**config.mk**
```make
export PLATFORM = sky130hd
export DESIGN_NAME = cdb_arbiter
export DESIGN_NICKNAME = d
export VERILOG_FILES = /design/src/rtl/cdb_arbiter.sv
export SDC_FILE = /design/constraint.sdc
export NUM_CORES = 1
export LEC_CHECK = 0
export BUFFER_PORTS_ARGS = -buffer_cell sky130_fd_sc_hd__clkbuf_2
export CORE_MARGIN = 2
export CORE_UTILIZATION = 57
export DETAILED_ROUTE_END_ITERATION = 10
export HOLD_SLACK_MARGIN = 0.12
export MAX_ROUTING_LAYER = met4
export PLACE_DENSITY = 0.85
export RECOVER_POWER = 100
export SLEW_MARGIN = 20
export SYNTH_ARGS = -nofsm -noshare
export SYNTH_HDL_FRONTEND = slang
export SYNTH_SLANG_ARGS = --single-unit
export TNS_END_PERCENT = 1
```
**constraint.sdc**
```tcl
create_clock -name clock -period 9.4 [get_ports clock]
set_input_delay 0.47 -clock clock [delete_from_list [all_inputs] [get_ports clock]]
set_output_delay 0.47 -clock clock [all_outputs]
set_load 0.05 [all_outputs]
```
**src/rtl/cdb_arbiter.sv**
```systemverilog
// Common data bus arbiter: one holding slot per producer, round-robin selection,
// registered broadcast snooped by every reservation station and the ROB.
module cdb_arbiter #(
   parameter  int NUM_REQ = 4,
   parameter  int ROB_W   = 4,
   parameter  int DATA_W  = 32,
   localparam int GID_W   = (NUM_REQ > 1) ? $clog2(NUM_REQ) : 1
) (
   input  logic                       clock,
   input  logic                       reset,
   input  logic                       flush,
   input  logic [NUM_REQ-1:0]         req_valid,
   input  logic [NUM_REQ*ROB_W-1:0]   req_robNum,
   input  logic [NUM_REQ*DATA_W-1:0]  req_data,
   output logic [NUM_REQ-1:0]         req_ready,
   output logic                       iscast_out,
   output logic [ROB_W-1:0]           robNum_out,
   output logic [DATA_W-1:0]          data_out,
   output logic [GID_W-1:0]           grant_id,
   output logic [NUM_REQ-1:0]         pending
);

   logic [NUM_REQ-1:0] full;
   logic [ROB_W-1:0]   slot_rob  [NUM_REQ];
   logic [DATA_W-1:0]  slot_data [NUM_REQ];
   logic [GID_W-1:0]   rr;

   logic [NUM_REQ-1:0] grant;
   logic [NUM_REQ-1:0] accept;
   logic [GID_W-1:0]   win;
   logic               any_grant;

   function automatic logic [GID_W-1:0] wrap_idx(input logic [GID_W-1:0] base, input int off);
      int s;
      s = (int'(base) + off) % NUM_REQ;
      return GID_W'(s);
   endfunction

   // Search begins just past the last winner, so every full slot is reached
   // within NUM_REQ cycles.
   always_comb begin
      // NOTE: combinational logic uses blocking assignments and gives every
      // output a default first, so no latch is inferred on the no-grant path.
      grant     = '0;
      win       = '0;
      any_grant = 1'b0;
      for (int off = 1; off <= NUM_REQ; off++) begin
         if (!any_grant && full[wrap_idx(rr, off)]) begin
            any_grant                = 1'b1;
            grant[wrap_idx(rr, off)] = 1'b1;
            win                      = wrap_idx(rr, off);
         end
      end
   end

   assign req_ready = ~full | grant;
   assign accept    = req_valid & req_ready;
   assign pending   = full;

   // NOTE: payload storage has no reset; the full bit alone says whether a slot
   // holds anything, so clearing the data would only cost reset fan-out.
   always_ff @(posedge clock) begin
      for (int i = 0; i < NUM_REQ; i++) begin
         if (accept[i]) begin
            slot_rob[i]  <= req_robNum[i*ROB_W +: ROB_W];
            slot_data[i] <= req_data[i*DATA_W +: DATA_W];
         end
      end
   end

   // NOTE: sequential state uses non-blocking assignments so every register
   // samples pre-edge values regardless of statement order.
   always_ff @(posedge clock or negedge reset) begin
      if (!reset) begin
         full       <= '0;
         iscast_out <= 1'b0;
         robNum_out <= '0;
         data_out   <= '0;
         grant_id   <= '0;
         rr         <= GID_W'(NUM_REQ - 1);
      end else if (flush) begin
         full       <= '0;
         iscast_out <= 1'b0;
      end else begin
         iscast_out <= any_grant;
         if (any_grant) begin
            robNum_out <= slot_rob[win];
            data_out   <= slot_data[win];
            grant_id   <= win;
            rr         <= win;
         end
         // A slot drained and refilled on the same edge stays full.
         full <= accept | (full & ~grant);
      end
   end

endmodule
```
# Word level (Yosys, flattened, before mapping)
# Memories as Yosys holds them, arrays and structs flattened. A register that Yosys moved wholly into a read port is not among the register bits.
# Index checks and enable logic that the tools add are counted.
# totals
elab_cells	79
register_bits	9
inputBits	151
output_inout_bits	47
memories	2
mem_bits_rw	144
# mem_list
memory	depth	word_bits	rd	rd_clocked_by_memory_dff	write_ports	line	source
slot_data	4	32	1	1	4	25	logic [DATA_W-1:0] slot_data [NUM_REQ];
slot_rob	4	4	1	1	4	24	logic [ROB_W-1:0] slot_rob [NUM_REQ];
# op_classes
bitwise	10
reduce_logical	13
order_cmp	8
mux	38
addsub	4
# ops
cell	n
$mux 1	21
$mux 4	5
$or 4x4->4	5
$lt 2x3->1 const B	4
$and 4x4->4	2
$bmux 1 s2	4
$demux 1 s2	4
$ge 2x1->1 const B	4
$mux 2	4
$not 4->4	2
$logic_and 1x1->1	7
$logic_not 1->1	5
$add 2x1->2 const B	2
$add 2x2->2 const B	2
$reduce_and 2->1	1
$not 1->1	1

# Depth between registers and ports, before layout
# depth
word_depth	17
ltp_mapped	13

# Worst setup path after synthesis
# OpenSTA, ideal clock, no wires.
# synth_path
path_type	flip-flop to flip-flop
from	register rr[0]
to	memory slot_data[0][0], enable pin
setup_time_ns	0.396
arrival_ns	4.535
path_stages_with_launch	11
t_required_ns	9.004
setup_slack_ns	4.469
cell_sequence	dfstp_2 -> buf_2 -> clkinv_1 -> ha_1 -> buf_2 -> mux4_2 -> nor2b_1 -> buf_2 -> a22oi_1 -> o21ai_0 -> and2_1
# synth_rtl
element	line	source
start: declaration	26	logic [GID_W-1:0] rr;
start signal: assignment	80	rr <= GID_W'(NUM_REQ - 1);
start signal: assignment	90	rr <= win;
end: declaration	25	

==> flow_summary.ini <==
[run_status]
status = complete, but fails checks
violations = capacitance limit, slew limit

[timing]
fin_setup_tns_ps = 0
worstMarginPinSlew_ps = 2789
slew_viol_final = 236
grt_setup_unrepaired = false
fmax_mhz = 165.0
fin_skew_ps = 10.52
final-hold-violation-count = 0
setup_viol = 0
slew_headroom_pct = -85.92
min_period_ps = 6060
fin_crit_sh_pct = 64.47

[route]
ant_nets = 0
drc = 0
firstDrtPassIters = 5
routedWlPerCell_um = 21.47
finalWirelength_um = 20160
drt_iter0_markers = 771
vias = 5810
via_per_inst = 6.187

[placement]
place_congestion = 0.8920
dpl.hpwl_um = 12210
dpl-instance-area_um2 = 8797
dp_cells = 907
portBuffers = 197

[clock_tree]
cts_resized = 0
clkLatencyLatePin_ps = 430
clockBufferDepth = 2
numCtsBuffers = 17
cts_tree = yes
post-cts-setup-buffers = 0
clock_sinks = 189
cts-root-buf = clkbuf_16
htreeDepth = 4
cts.clk_slew.worst_paths_ps = 70
cts_hold_buf = 0

[synthesis]
synth-edff-count = 144
seq_area_frac_synth_pct = 70.62
ys_seq_elements = 189
syn_area_um2 = 7721
synth_cell_types = 40
async_flop_share_pct = 23.81
synthCells = 572
synthFlopType = edfxtp_1
ys_warn_count = 0
syn_nets = 731
syn_avg_cell_area_um2 = 13.50

[pwr]
vdd_ir_drop_max_v = 0.0002711
switchingPower_uw = 1621
p_clk_share_pct = 20.3
p_int_uw = 2056
power_uw = 3677
p_seq_share_pct = 34.0
p_sw_share_pct = 44.08
p_leak_uw = 0.003745
p_per_area_nw_per_um2 = 395.7
comb_power_share_pct = 45.7

[floorplanning]
core-area_um2 = 13240
dieArea_um2 = 14490
design.portCount = 198
die_h_um = 120.4
start_util_pct = 58.30
core.rowCount = 42
fp.dieW_um = 120.4

[run]
maxCapViolCount = 6

[grt]
grt-busiest-layer = met2
met1_usage_pct = 38.96
antenna_found_initial = 0
use_met3_pct = 7.075
track_usage_pct = 29.53
grt_pass1_vias = 5832
use_met2_pct = 45.76
grt-ovfl-total = 0
grt_pass1_wl_um = 31110
grt_max_degree = 73

[worst_setup_path]
worstSetupEndpointType = flop
critPathKind = flop to flop
start_kind = flop
cp_slowest_cell = and2_0
crit_required_ps = 9390
path_cells = clkinv_1 -> ha_1 -> mux4_2 -> nor2b_1 -> a22oi_1 -> o21ai_0 -> and2_0
crit_arrival_ps = 6050
cpPeakStageDelay_ps = 2000
path_max_fanout = 36

[cells_and_area]
postLayoutCellArea_um2 = 9291
final_cells = 939
antenna_cells = 0
nFillCells = 993
ff_latch_area_um2 = 5453
fin_nets = 909
area_growth_syn_to_layout_pct = 20.34
multi_input_area_um2 = 2038
final_util_pct = 70.16
final_layout_size_suffix_gt1_share_pct = 21.76

[min_path]
hp-class = primary input to flop
## flip-flops by register name (all words and copies together), names as in the netlist
| signal | cells |
|---|---|
| grant_id | 2 |
| rr | 2 |
| pending | 4 |
| robNum_out | 4 |
| iscast_out | 1 |
| data_out | 32 |
| slot_rob | 16 |
| slot_data | 128 |
## per-layer routing
| metal | part of all wire, % | up-vias |
|---|---|---|
| met5 | 0 | - |
| met2 | 49 | 388 |
| met4 | 2.6 | 0 |
| li1 | - | 2547 |
| met1 | 39 | 2827 |
| met3 | 9.7 | 48 |
## worst max-delay path: cells and delay by family (launching register included)
family,cells,cell delay [ps]
buffers and inverters,1,510
adder cells (fa/ha/maj),1,530
AND/OR/NAND/NOR,2,2640
AO/OA/AOI/OAI,2,520
multiplexers,1,440
flip-flops,1,950
## placed cells by master (no fill, tap or decap), types with 2 or more instances in the layout
| cell | count |
|---|---|
| a211o_1 | 36 |
| a21oi_1 | 83 |
| a22oi_1 | 4 |
| a311oi_1 | 2 |
| and2_0 | 4 |
| and2_1 | 2 |
| buf_4 | 4 |
| bufinv_16 | 3 |
| clkbuf_1 | 83 |
| clkbuf_16 | 17 |
| clkbuf_2 | 119 |
| clkbuf_8 | 4 |
| dfrtp_1 | 43 |
| edfxtp_1 | 144 |
| ha_1 | 8 |
| inv_1 | 8 |
| inv_6 | 2 |
| mux4_2 | 4 |
| nand2_1 | 11 |
| nand2b_1 | 2 |
| nand3_1 | 72 |
| nor2_1 | 3 |
| nor2b_1 | 2 |
| o21ai_0 | 79 |
## final cells by class
| cell class | instances | area share (%) |
|---|---|---|
| clock buffers | 24 | 5.292 |
| multi-input cells | 330 | 21.94 |
| flip-flops and latches | 189 | 58.69 |
| well taps | 176 | 2.370 |
| clock inverters | 8 | 1.387 |
| inverters | 9 | 0.3636 |
| repair buffers | 203 | 9.965 |
## Yosys cell counts (3+ instances only)
cell,n,share of area (%)
edfxtp_1,144,56
and2_1,6,0.49
clkbuf_1,31,1.5
nand3_1,72,4.7
nor2_1,3,0.15
a22oi_1,4,0.39
buf_2,10,0.65
nand2_1,11,0.53
a21oi_1,83,5.4
o21ai_0,78,5.1
mux4_2,4,1.2
ha_1,8,1.3
inv_1,8,0.39
a211o_1,37,4.2
dfrtp_1,43,14
## power groups by stage
| stage | clock, uW | combinational [uW] | sequential [uW] |
|---|---|---|---|
| 2_1_floorplan | 0 | 1010 | 1510 |
| 3_3_place_gp | 0 | 1640 | 1240 |
| 3_5_place_dp | 0 | 1690 | 1250 |
| 4_1_cts | 753 | 1710 | 1240 |
| 5_1_grt | 789 | 1810 | 1270 |
| 6_report | 747 | 1680 | 1250 |
## per-stage QoR
step,hold WS [ps],worst slack [ps]
2_1_floorplan,174.4,4469
4_1_cts,181.6,4884
5_1_grt,198.6,2886
3_3_place_gp,457.8,5021
3_5_place_dp,469.2,4891
6_report,205.3,3340
## cell families (layout without fill, tap and decap cells)
group                      after synthesis  in the layout  share of synthesized area [%]
AOI/OAI and AO/OA                      213            213                          16.59
adders and majority gates                8              8                          1.296
and+or+nand+nor                        103            103                          7.098
buffers and inverters                   53            244                          2.982
muxes                                    5              5                          1.296
DFF                                    189            189                          70.62
xor gates and xnor gates                 1              1                         0.1135
## worst paths after layout
path | from | endpoint | slack [ps] | depth (start not counted)
setup / recovery | rr[0] | slot_data[2][10] | 3340 | 7
hold / removal | req_data[36] | slot_data[1][4] | 210 | 1
setup reg to reg | rr[0] | slot_data[2][10] | 3340 | 7
hold reg to reg | grant_id[0] | grant_id[0] | 480 | 1
max in group asynchronous | reset | data_out[27] | 6800 | 2
min in group asynchronous | reset | robNum_out[2] | 1040 | 2
(Power assumes the default switching activity.)
